`src/rtl/pwm_pkg.sv`:
```
// Shared definitions for the servo PWM generator and the receive-side width decoder.
package pwm_pkg;

  localparam int unsigned CNT_W_DEF       = 20;
  localparam int unsigned TIMEOUT_DEF     = 1000000;
  localparam int unsigned SYNC_STAGES_DEF = 2;

  typedef enum logic [1:0] {
    ST_IDLE = 2'd0,
    ST_HIGH = 2'd1,
    ST_LOW  = 2'd2
  } meter_state_t;

  // Width of a channel index; a single channel still needs one bit.
  function automatic int unsigned ch_idx_w(input int unsigned n);
    return (n > 1) ? $clog2(n) : 1;
  endfunction

endpackage

```
`src/rtl/pwm_width_meter.sv`:
```
// One PWM input channel: synchronizer, edge detect, width/period counters,
// loss-of-signal timeout and a one-deep pending result register.
module pwm_width_meter
  import pwm_pkg::*;
#(
  parameter int unsigned CNT_W       = CNT_W_DEF,
  parameter int unsigned TIMEOUT     = TIMEOUT_DEF,
  parameter int unsigned SYNC_STAGES = SYNC_STAGES_DEF
) (
  input  logic             clk,
  input  logic             reset,
  input  logic             pwm_in,
  input  logic             take,
  output logic             pending,
  output logic [CNT_W-1:0] width,
  output logic [CNT_W-1:0] period,
  output logic             lost
);

  localparam logic [CNT_W-1:0] CNT_ONE     = CNT_W'(1);
  localparam logic [CNT_W-1:0] CNT_TIMEOUT = CNT_W'(TIMEOUT);

  logic [SYNC_STAGES-1:0] sync_q;
  logic                   s;
  logic                   s_prev;
  logic                   rise_q;
  logic                   fall_q;
  meter_state_t           state;
  logic [CNT_W-1:0]       width_cnt;
  logic [CNT_W-1:0]       period_cnt;

  assign s = sync_q[SYNC_STAGES-1];

  // Synchronizer chain, left unreset so reset can never fabricate an edge.
  always_ff @(posedge clk) begin
    sync_q <= {sync_q[SYNC_STAGES-2:0], pwm_in};
  end

  // Registered edge detect; s_prev keeps tracking the live level through reset.
  always_ff @(posedge clk) begin
    s_prev <= s;
    if (reset) begin
      rise_q <= 1'b0;
      fall_q <= 1'b0;
    end else begin
      rise_q <= s & ~s_prev;
      fall_q <= ~s & s_prev;
    end
  end

  // Channel FSM with counters, timeout and pending result (freshest publish wins).
  always_ff @(posedge clk) begin
    if (reset) begin
      state      <= ST_IDLE;
      width_cnt  <= '0;
      period_cnt <= '0;
      pending    <= 1'b0;
      width      <= '0;
      period     <= '0;
      lost       <= 1'b0;
    end else begin
      if (take) begin
        pending <= 1'b0;
      end
      case (state)
        ST_IDLE: begin
          width_cnt  <= '0;
          period_cnt <= '0;
          if (rise_q) begin
            state      <= ST_HIGH;
            width_cnt  <= CNT_ONE;
            period_cnt <= CNT_ONE;
          end
        end
        ST_HIGH: begin
          if (period_cnt == CNT_TIMEOUT) begin
            state      <= ST_IDLE;
            lost       <= 1'b1;
            width_cnt  <= '0;
            period_cnt <= '0;
          end else begin
            period_cnt <= period_cnt + CNT_ONE;
            if (fall_q) begin
              state <= ST_LOW;
            end else begin
              width_cnt <= width_cnt + CNT_ONE;
            end
          end
        end
        ST_LOW: begin
          if (period_cnt == CNT_TIMEOUT) begin
            state      <= ST_IDLE;
            lost       <= 1'b1;
            width_cnt  <= '0;
            period_cnt <= '0;
          end else if (rise_q) begin
            pending    <= 1'b1;
            width      <= width_cnt;
            period     <= period_cnt;
            lost       <= 1'b0;
            width_cnt  <= CNT_ONE;
            period_cnt <= CNT_ONE;
            state      <= ST_HIGH;
          end else begin
            period_cnt <= period_cnt + CNT_ONE;
          end
        end
        default: begin
          state      <= ST_IDLE;
          width_cnt  <= '0;
          period_cnt <= '0;
        end
      endcase
    end
  end

endmodule

```
`src/rtl/pwm_width_decoder.sv`:
```
// Multi-channel PWM width/period decoder: per-channel meters feeding a
// round-robin arbiter and a single registered valid/ready output slot.
module pwm_width_decoder
  import pwm_pkg::*;
#(
  parameter int unsigned NUM_CH      = 6,
  parameter int unsigned CNT_W       = CNT_W_DEF,
  parameter int unsigned TIMEOUT     = TIMEOUT_DEF,
  parameter int unsigned SYNC_STAGES = SYNC_STAGES_DEF,
  localparam int unsigned CH_W       = ch_idx_w(NUM_CH)
) (
  input  logic              clk,
  input  logic              reset,
  input  logic [NUM_CH-1:0] pwm_in,
  output logic              meas_valid,
  input  logic              meas_ready,
  output logic [CH_W-1:0]   meas_ch,
  output logic [CNT_W-1:0]  meas_width,
  output logic [CNT_W-1:0]  meas_period,
  output logic [NUM_CH-1:0] ch_lost
);

  logic [NUM_CH-1:0] pend;
  logic [NUM_CH-1:0] take_c;
  logic [CNT_W-1:0]  pend_width  [NUM_CH];
  logic [CNT_W-1:0]  pend_period [NUM_CH];
  logic [CH_W-1:0]   rr_ptr;
  logic [CH_W-1:0]   idx_c;
  logic [CH_W-1:0]   grant_c;
  logic              grant_found_c;
  logic              load_c;

  // One meter per input line.
  for (genvar g = 0; g < NUM_CH; g++) begin : g_ch
    pwm_width_meter #(
      .CNT_W       (CNT_W),
      .TIMEOUT     (TIMEOUT),
      .SYNC_STAGES (SYNC_STAGES)
    ) u_meter (
      .clk     (clk),
      .reset   (reset),
      .pwm_in  (pwm_in[g]),
      .take    (take_c[g]),
      .pending (pend[g]),
      .width   (pend_width[g]),
      .period  (pend_period[g]),
      .lost    (ch_lost[g])
    );
  end

  // Slot may be refilled when empty or when its current result is accepted.
  assign load_c = ~meas_valid | meas_ready;

  // Round-robin search for the first pending channel at or after rr_ptr.
  always_comb begin
    grant_found_c = 1'b0;
    grant_c       = '0;
    idx_c         = '0;
    for (int unsigned i = 0; i < NUM_CH; i++) begin
      idx_c = CH_W'((32'(rr_ptr) + i) % NUM_CH);
      if (!grant_found_c && pend[idx_c]) begin
        grant_found_c = 1'b1;
        grant_c       = idx_c;
      end
    end
  end

  assign take_c = (load_c && grant_found_c) ? (NUM_CH'(1) << grant_c) : '0;

  // Output slot and pointer; fields hold while the consumer stalls.
  always_ff @(posedge clk) begin
    if (reset) begin
      meas_valid  <= 1'b0;
      meas_ch     <= '0;
      meas_width  <= '0;
      meas_period <= '0;
      rr_ptr      <= '0;
    end else if (load_c) begin
      meas_valid <= grant_found_c;
      if (grant_found_c) begin
        meas_ch     <= grant_c;
        meas_width  <= pend_width[grant_c];
        meas_period <= pend_period[grant_c];
        rr_ptr      <= (grant_c == CH_W'(NUM_CH - 1)) ? '0 : grant_c + CH_W'(1);
      end
    end
  end

endmodule
```
`config.mk`:
```
export PLATFORM = sky130hd
export DESIGN_NAME = pwm_width_decoder
export DESIGN_NICKNAME = d
export VERILOG_FILES = /design/src/rtl/pwm_pkg.sv /design/src/rtl/pwm_width_meter.sv /design/src/rtl/pwm_width_decoder.sv
export SDC_FILE = /design/constraint.sdc
export NUM_CORES = 1
export LEC_CHECK = 0
export CORE_UTILIZATION = 45
export DETAILED_ROUTE_END_ITERATION = 12
export GPL_TIMING_DRIVEN = 0
export SLEW_MARGIN = 15
export SYNTH_ARGS = -nofsm -noshare
export SYNTH_HDL_FRONTEND = slang
export SYNTH_HIERARCHICAL = 1
export SYNTH_SLANG_ARGS = --single-unit
export TNS_END_PERCENT = 30
```
`constraint.sdc`:
```
create_clock -name clk -period 4.3 [get_ports clk]
set_clock_uncertainty 0.2 [all_clocks]
set_input_delay 0.43 -clock clk [delete_from_list [all_inputs] [get_ports clk]]
set_output_delay 0.43 -clock clk [all_outputs]
set_load 0.03 [all_outputs]
```
**After elaboration in Yosys (flattened, before gate mapping)**

Index checks and enable logic that the tools add are counted.

- Divide/modulo/power cells: 6
- Shifts and indexed selects: 1
- Bitwise operators: 33
- Add/subtract/negate cells: 18
- $lt $le $gt $ge: 7
- Muxes and demuxes: 170
- Reduce and logical (&&, ||, !) cells: 42
- Eq/ne operators: 43

Operators with widths:

| kind | number |
|---|---|
| 20-bit 2-to-1 mux | 46 |
| 20-bit case mux with 3 select lines | 12 |
| 20-bit by 1-bit adder with 20-bit output, second input constant | 12 |
| 32-bit by 3-bit modulo with 32-bit output, second input constant | 5 |
| 20-bit binary-select mux with 3-bit select | 2 |
| 20-bit == test, second input constant | 6 |
| 1-bit 2-to-1 mux | 60 |
| 2-bit 2-to-1 mux | 24 |
| 3-bit by 1-bit inequality test with 1-bit output, second input constant | 12 |
| 2-bit case mux with 3 select lines | 6 |
| 3-bit AND reduction | 12 |
| 3-bit by 3-bit modulo with 32-bit output, second input constant | 1 |
| 3-bit by 4-bit less-than comparator with 1-bit output, second input constant | 6 |
| 3-bit 2-to-1 mux | 7 |
| 1-bit inverter | 19 |
| 1-bit binary-select mux with 3-bit select | 6 |
| 3-bit inequality test, second input constant | 6 |
| 2-bit AND reduction | 7 |
| 1-bit bitwise AND | 12 |
| 2-bit by 1-bit == test with 1-bit output, second input constant | 6 |
| 2-bit == test, second input constant | 6 |
| 2-bit logical NOT | 6 |
| 2-bit by 1-bit inequality test with 1-bit output, second input constant | 6 |
| 1-bit case mux with 2 select lines | 6 |
| other kinds (13) | 29 |

- Bits of input ports: 9
- Register bits: 581
- Logic and storage cells: 391
- Output and inout port bits: 50

**Logic depth before layout (Yosys ltp)**

Gate-level depths: netlist of the first run.

- Word-level depth: 25
- Gate-level depth with buffers: 19
- Mapped depth without buffers: 16

**Cells and area by module**

The synthesis of the first run kept the hierarchy.

Modules (own cells, without submodules):

| module | instances | cells each | area each (µm²) |
|---|---|---|---|
| pwm_width_meter (g_ch[0].u_meter ...) | 5 | 443 | 3,654.8 |
| pwm_width_decoder | 1 | 505 | 4,400.5 |
| pwm_width_meter (g_ch[5].u_meter) | 1 | 445 | 3,662.3 |

**Worst setup path before layout of the first run**

OpenSTA, ideal clock, no wires.

- Path type: register to register
- Start: register rr_ptr[0]
- End: register g_ch[0].u_meter.pending
- Period minus slack after synthesis: 4.434 ns
- Setup slack: -0.134 ns
- Data required time: 3.968 ns
- Stages on the path, launching flop included: 20
- Arrival: 4.101 ns
- Cells stage by stage: dfxtp_1 buf_4 inv_1 ha_1 xor2_1 inv_1 ha_1 nand2b_1 or3_1 a21oi_1 a311oi_1 a21bo_2 or4b_1 a32oi_2 buf_6 buf_2 nand2_1 nor3_1 nand2b_1 a21oi_1

- Word-level cells in the longest chain between the ends: 25
- Elaborated cells on any way between the ends: 52
- Those cells by class: 5 x add/sub; 6 x div; 1 x shift; 29 x mux; 11 x reduce/logical

Ends and longest elaborated chain:

| item | RTL line | source |
|---|---|---|
| from (decl) | pwm_width_decoder.sv:27 | `logic [CH_W-1:0] rr_ptr;` |
| from (signal assigned) | pwm_width_decoder.sv:84 | `rr_ptr <= (grant_c == CH_W'(NUM_CH - 1)) ? '0 : grant_c + CH_W'(1);` |
| branches (longest 20 deep; another with 32-bit by 3-bit modulo with 32-bit output) | n/a |  |
| 6-bit 2-to-1 mux (*) | pwm_width_decoder.sv:68 | `assign take_c = (load_c && grant_found_c) ? (NUM_CH'(1) << grant_c) : '0;` |
| named net take_c[0] | pwm_width_decoder.sv:24 | `logic [NUM_CH-1:0] take_c;` |
| 1-bit 2-to-1 mux (*) | pwm_width_meter.sv:62 | `if (take) begin` |
| 1-bit 2-to-1 mux | pwm_width_meter.sv:96 | `end else if (rise_q) begin` |
| 1-bit 2-to-1 mux | pwm_width_meter.sv:91 | `if (period_cnt == CNT_TIMEOUT) begin` |
| 1-bit 2-to-1 mux (*) | pwm_width_meter.sv:65 | `case (state)` |
| to (signal assigned) | pwm_width_meter.sv:57 | `pending <= 1'b0;` |
| to (signal assigned) | pwm_width_meter.sv:63 | `pending <= 1'b0;` |
| to (signal assigned) | pwm_width_meter.sv:97 | `pending <= 1'b1;` |
| to (decl) | pwm_width_meter.sv:14 | `output logic pending,` |

Mark *: on every way through the listed nets, which the timed path passes. The select of a mux whose other input is x is not followed.
A chain may end at the register's enable or synchronous reset.

**Worst setup path in the final report of the first run**

- Start: register rr_ptr[1]
- End: register g_ch[0].u_meter.pending

The elaborated chain is that of the path after synthesis.

==> qor.yml, run 1 <==
synth:
  synth_xor_area_share_pct: 3.99
  yosys.area_share.simple_pct: 24.2
  synth_cell_types: 77
  ys_warn_count: 6
  synthArstFlopShare_pct: 0
  avgSynthCellArea_um2: 8.32
  syn_nets: 3205
  synth.ff_latch_count: 581
  ys.flop_type: "dfxtp_1"
  synth_mux_area_share_pct: 5.12
  ys_seq_area_share_pct: 44.2
  synth_edf_count: 0
  synth-compound-area-share_pct: 16.8
  netlist_instances: 3165
  synth_top_family_by_area: "simple AND/OR/NAND/NOR gates"
  synth_area_mm2: 0.0263
  synthAdderAreaFrac_pct: 1.47
place:
  port-buffer-count: 58
  dp_hpwl_mm: 59.8
  place_congestion: 1.15
  place_area_mm2: 0.0279
grt:
  grt_pass1_vias: 22700
  antenna_found_initial: 0
  grt_start_max_net_pins: 23
  grt-ovfl-total: 0
  track_usage_pct: 26.9
  grt_pass1_wl_mm: 127
sta:
  fin_hold_ws_ns: 0.0816
  finalMaxSlewViolations: 0
  setup_slack_ns: -0.127
  period_share_pct: 103
  finalSetupViolCount: 35
  slew_headroom_pct: 46.8
  rsz0062_at_grt: "true"
  worst_pin_slew_ns: 0.791
  min_period_ns: 4.43
  fmax_mhz: 226
  finalHoldViolCount: 0
clocking:
  cts_buffers: 66
  cts_root_buf: "clkbuf_16"
  clkLatencyLatePin_ns: 0.60
  clk_path_buf_depth: 3
  cts.clk_slew.worst_paths_ns: 0.07
  htreeDepth: 3
  cts.sinks: 581
  tritoncts: "done"
route:
  ant_nets: 0
  drc: 0
  dr.first_iter.drc_count: 1500
  drtPass1Iterations: 5
  vias: 23600
  wl_per_cell_um: 19.5
  totalWireLength_mm: 80.9
  post_drt_via_cell_ratio: 5.69
outcome:
  violations: "setup timing"
  status: "finished with violations"
final_layout:
  finalInstanceArea_mm2: 0.0317
  final_layout_size_suffix_gt1_share_pct: 13.4
  nNetsFinal: 3375
  antennaDiodeCount: 0
  mostFrequentLayoutCells: "nand2_1, dfxtp_1, a21oi_1"
  area_growth_pct: 20.2
  final_common_cell: "nand2_1"
critical_path:
  crit_chain: "clkinvlp_4, ha_4, xor2_4, inv_2, ha_4, nand2b_4, or3_4, a21oi_4, a311oi_4, a21bo_2, or4b_4, a32oi_4, buf_12, buf_12, buf_12, nand2_1, nor3_2, nand2b_4, a21oi_2"
  end_kind: "flop"
  cpMaxStageDelayCell: "or4b_4"
  critPathLaunchType: "flop"
  crit_family: "simple AND/OR/NAND/NOR gates"
  critical_path_arrival_ns: 4.68
  slowest_delay_ns: 0.53
  cp.required_ns: 4.55
  crit_type: "flop to flop"
  cp.buffers_inverters: 5
  cp_common_cell: "buf_12"
  critPathMaxFanout: 7
power:
  ir_drop_mv: 0.419
  p_leak_uw: 0.0106
  power_density_mw_per_mm2: 395
flow_run:
  max_cap_violations: 0
die:
  num_io_pins: 59
  core_area_mm2: 0.0578
  initial_utilization_pct: 45.6
  die_y_um: 244
  die_area_mm2: 0.0595
  rows: 88
  die_w_um: 244
worst_hold_path:
  min-delay-path-class: "input port to flop"
-- flip-flops by register name, summed over array words and instances (netlist names), 6 cells and up --
signal                   count
g_ch.u_meter/pending         6
g_ch.u_meter/s_prev          6
g_ch.u_meter/period        120
g_ch.u_meter/width_cnt     120
g_ch.u_meter/width         120
g_ch.u_meter/period_cnt    120
g_ch.u_meter/fall_q          6
g_ch.u_meter/lost            6
g_ch.u_meter/state          12
g_ch.u_meter/rise_q          6
meas_width                  20
g_ch.u_meter/sync_q         12
meas_period                 20
-- synthesized netlist by cell type (all sizes together), types with 16 or more instances --
| library cell | instances | share of area, % |
|---|---|---|
| o21ai | 76 | 1.4 |
| buf | 68 | 1.9 |
| inv | 41 | 0.58 |
| and4 | 20 | 0.67 |
| mux2 | 45 | 1.9 |
| nand3 | 114 | 2.2 |
| dfxtp | 581 | 44 |
| nand2b | 22 | 0.52 |
| clkbuf | 121 | 1.8 |
| or4 | 26 | 0.76 |
| or3 | 57 | 1.4 |
| o22ai | 18 | 0.43 |
| nand2 | 666 | 9.5 |
| xnor2 | 46 | 1.6 |
| nand4 | 51 | 1.2 |
| nor3b | 18 | 0.61 |
| nor2 | 218 | 3.1 |
| nor3 | 32 | 0.61 |
| o21a | 22 | 0.63 |
| xor2 | 73 | 2.4 |
| nor2b | 16 | 0.38 |
| mux2i | 84 | 3.2 |
| and2 | 24 | 0.57 |
| a21oi | 396 | 8.0 |
| nor4 | 19 | 0.51 |
| o211ai | 54 | 1.5 |
| ha | 31 | 1.5 |
| a2bb2oi | 41 | 1.4 |
| and3 | 48 | 1.1 |
| o31ai | 20 | 0.57 |
-- final timing paths --
path                              from                        end  slack (ns)  cells past startpoint
max                          rr_ptr[1]    g_ch[0].u_meter/pending       -0.13                     19
min                          pwm_in[4]  g_ch[4].u_meter/sync_q[0]        0.08                      1
max reg2reg                  rr_ptr[1]    g_ch[0].u_meter/pending       -0.13                     19
min reg2reg  g_ch[1].u_meter/sync_q[0]  g_ch[1].u_meter/sync_q[1]        0.12                      0
-- power by group --
part / internal, uW / leakage, uW / switching, uW
combinational: 581 / 0.00482 / 746
sequential: 5420 / 0.00469 / 52.5
clock: 3430 / 0.00110 / 2270
total: 9430 / 0.0106 / 3070
-- layout make-up --
| class | count | area (um^2) |
|---|---|---|
| fill | 5330 | 26100 |
| multi-input combinational | 2353 | 14600 |
| sequential | 581 | 11600 |
| clock buffer | 91 | 1960 |
| buffer | 188 | 1150 |
| timing repair buffer | 103 | 966 |
| tap | 765 | 957 |
| clock inverter | 26 | 246 |
| inverter | 42 | 173 |
-- worst reg2reg max path, delay by kind of cell (launching register included) --
kind / cells / cell delay (ns)
AO/OA/AOI/OAI: 5 / 0.83
flip-flops: 1 / 0.41
AND/OR/NAND/NOR: 6 / 1.47
adder cells (fa/ha/maj): 2 / 0.43
XOR/XNOR: 1 / 0.19
buffers and inverters: 5 / 0.77
-- kinds of logic after synthesis --
| logic type | after synthesis |
|---|---|
| AO/OA/AOI/OAI | 716 |
| XOR/XNOR | 119 |
| adder cells (fa/ha/maj) | 31 |
| buffers and inverters | 231 |
| flip-flops | 581 |
| multiplexers | 129 |
| AND/OR/NAND/NOR | 1358 |
-- timing repair --
| action | CTS | global route |
|---|---|---|
| pin swaps | 23 | 22 |
| hold buffers | 0 | 0 |
| setup endpoints to repair | 52 | 47 |
| cloned | 2 | 0 |
| gates resized for setup | 188 | 80 |
| buffers inserted | 39 | 7 |
-- stage by stage --
step	instances	TNS (ns)	util, %	power, uW	setup slack [ns]
finish	4149	-2.03	54.8	12500	-0.127
CTS	4145	-0.876	54.3	12500	-0.0805
detailed placement	3988	-63.85	48.2	6510	-1.44
global route	4149	-6.60	54.8	12900	-0.225
global placement	3988	-61.02	48.2	6490	-1.38
floorplan	3165	-1.09	-	6260	-0.0413
-- per-layer routing --
layer,track usage (%),part of all wire [%]
met1,35.9,45
met2,44.7,47
met3,4.73,6.0
met4,7.24,2.4
met5,0,0
(Power assumes the default switching activity.)
==> inputs of run 2 (changes only) <==
- CTS_BUF_LIST: default -> sky130_fd_sc_hd__clkbuf_8
- clock period: 4.3 -> 5.6 ns (I/O delays scaled with it)
==> run 2 against run 1 <==
Against the previous run:
- the run now ends clean
- via count fell by 0.55%
- sequential power fell by 23%
- hold slack improved by 0.019 ns
- cell area fell by 5.0%
- clock power fell by 31%
- fmax fell by 18%
- cell count rose by 0.48%
==> qor.yml, run 2 (same netlist as run 1, synthesis figures left out) <==
outcome:
  status: "complete, no violations"
flow_run:
  max_cap_violations: 0  # unchanged
place:
  place_congestion: 1.02  # -11%
  port-buffer-count: 58  # unchanged
  place_area_mm2: 0.0279  # about the same
  dp_hpwl_mm: 59.2  # -1.1%
clocking:
  tritoncts: "done"
  cts.clk_slew.worst_paths_ns: 0.06  # about the same
  htreeDepth: 3  # unchanged
  holdBufCountCts: 0  # unchanged
  clk_path_buf_depth: 3  # unchanged
  cts_buffers: 100  # +52%
  cts.sinks: 581  # unchanged
  cts_root_buf: "clkbuf_8"
  clkLatencyLatePin_ns: 0.72  # +0.12 ns
die:
  num_io_pins: 59  # unchanged
  die_y_um: 244  # unchanged
  core_area_mm2: 0.0578  # unchanged
  initial_utilization_pct: 45.6  # unchanged
  rows: 88  # unchanged
  die_w_um: 244  # unchanged
  die_area_mm2: 0.0595  # unchanged
worst_hold_path:
  min-delay-path-class: "input port to flop"
  hold_start: "pwm_in[2]"
final_layout:
  final_common_cell: "nand2_1"
  area_growth_pct: 14.2
  mostFrequentLayoutCells: "nand2_1, dfxtp_1, a21oi_1"
  finalInstanceArea_mm2: 0.0301  # -5.0%
  final_layout_size_suffix_gt1_share_pct: 9.40  # -4.0 points
  nNetsFinal: 3369  # -0.18%
  antennaDiodeCount: 0  # unchanged
route:
  drc: 0  # unchanged
  dr.first_iter.drc_count: 1596  # +6.4%
  totalWireLength_mm: 78.0  # -3.6%
  vias: 23500  # -0.55%
  ant_nets: 0  # unchanged
  wl_per_cell_um: 18.7  # -4.1%
  drtPass1Iterations: 5  # unchanged
  post_drt_via_cell_ratio: 5.64  # -1.0%
grt:
  grt-ovfl-total: 0  # unchanged
  grt_start_max_net_pins: 20  # -13%
  grt_pass1_vias: 22200  # -2.1%
  antenna_found_initial: 0  # unchanged
  grt_pass1_wl_mm: 122  # -3.6%
  track_usage_pct: 25.9  # -1.0 points
sta:
  period_share_pct: 95.9  # -7.0 points
  finalHoldViolCount: 0  # unchanged
  finalMaxSlewViolations: 0  # unchanged
  rsz0062_at_grt: "false"
  finalSetupViolCount: 0  # -100%
  fin_hold_ws_ns: 0.100  # +0.0188 ns
  min_period_ns: 5.37  # +0.946 ns
  fmax_mhz: 186  # -18%
  slew_headroom_pct: 37.4  # -9.4 points
  worst_pin_slew_ns: 0.935  # +0.145 ns
power:
  power_density_mw_per_mm2: 296  # -25%
  p_leak_uw: 0.0105  # -1.4%
  total_power_uw: 8890  # -29%
  ir_drop_mv: 0.215  # -49%
critical_path:
  cpMaxStageDelayCell: "dfxtp_2"
  crit_type: "flop to flop"
  critPathMaxFanout: 10  # +3
  endpoint: "meas_width[9]"
  end_kind: "flop"
  r2r_start: "rr_ptr[0]"
  crit_chain: "buf_4, inv_1, ha_1, xor2_2, inv_1, ha_1, nand2b_1, o21ai_0, nor3_1, a211oi_1, a21boi_0, a22oi_1, and3_1, buf_2, clkbuf_2, mux2_2, a2bb2oi_1, o211ai_1"
  slowest_delay_ns: 0.47  # -0.06 ns
  crit_path_start: "rr_ptr[0]"
  rr_endpoint: "meas_width[9]"
  reg2reg_depth: 18  # -1
  reg2reg_slack_ns: 0.23  # +0.35 ns
  cp.required_ns: 5.95  # +1.40 ns
  critical_path_arrival_ns: 5.72  # +1.04 ns
  critPathLaunchType: "flop"
## run 2: cell types whose count changed in the layout (fill, tap and decap cells not counted), moves of 21 or more
cell,before,now
a2bb2oi_1,9,40
a2bb2oi_2,24,1
buf_4,40,9
clkbuf_16,69,0
clkbuf_8,15,127
inv_1,34,72
mux2i_1,44,84
mux2i_2,21,0
## run 2: metrics by stage
step,setup TNS (ns),utilization [%],setup WS (ns),std cells
3_5_place_dp,-2.58,48.3,-0.166,3989
3_3_place_gp,-0.753,48.2,-0.106,3988
2_1_floorplan,0,-,1.17,3165
4_1_cts,0,51.9,0.0383,4165
6_report,0,52.0,0.227,4169
5_1_grt,0,52.0,0.00188,4169
## run 2: layout make-up
class | instances | area [um^2]
fill | 5600 | 27700
clock buffer | 127 | 1750
tap | 765 | 957
timing repair buffer | 63 | 646
sequential | 581 | 11600
multi-input combinational | 2353 | 13600
inverter | 42 | 158
buffer | 188 | 970
clock inverter | 50 | 318
## run 2: timing repair
action	4_1_cts	5_1_grt
pin swaps	0	3
setup buffers	0	4
resized for setup	8	10
setup endpoints to repair	40	43
## run 2: how the worst min path moves through the flow
stage | end | slack, ns | cells past startpoint
2_1_floorplan | g_ch[0].u_meter/sync_q[1] | 0.11 | 0
4_1_cts | g_ch[2].u_meter/sync_q[0] | 0.04 | 1
3_5_place_dp | g_ch[0].u_meter/sync_q[1] | 0.11 | 0
3_3_place_gp | g_ch[1].u_meter/sync_q[1] | 0.11 | 0
6_report | g_ch[2].u_meter/sync_q[0] | 0.10 | 1
5_1_grt | g_ch[2].u_meter/sync_q[0] | 0.06 | 1
## run 2: power by group
| group | total (uW) | switching (uW) | internal [uW] | leakage [uW] |
|---|---|---|---|---|
| sequential | 4210 | 42.4 | 4170 | 0.00469 |
| clock | 3940 | 1760 | 2170 | 0.00118 |
| combinational | 742 | 467 | 275 | 0.00459 |
## run 2: metal layers
metal	share of wire, %	GRT usage [%]	vias to the layer above	wire, um
met1	45	34.5	11200	35000
met2	46	42.2	691	35700
met4	2.5	7.70	0	1980
met5	0	0	-	0
met3	6.9	5.14	128	5370
li1	-	-	11400	-
## run 2: critical path, delay by kind of cell, from the launching register on
family / cells / cell delay (ns)
compound gates: 6 / 1.63
buf+inv: 5 / 1.11
simple gates: 3 / 0.56
fa+ha+maj: 2 / 0.54
flops: 1 / 0.47
mux: 1 / 0.44
xor+xnor: 1 / 0.26
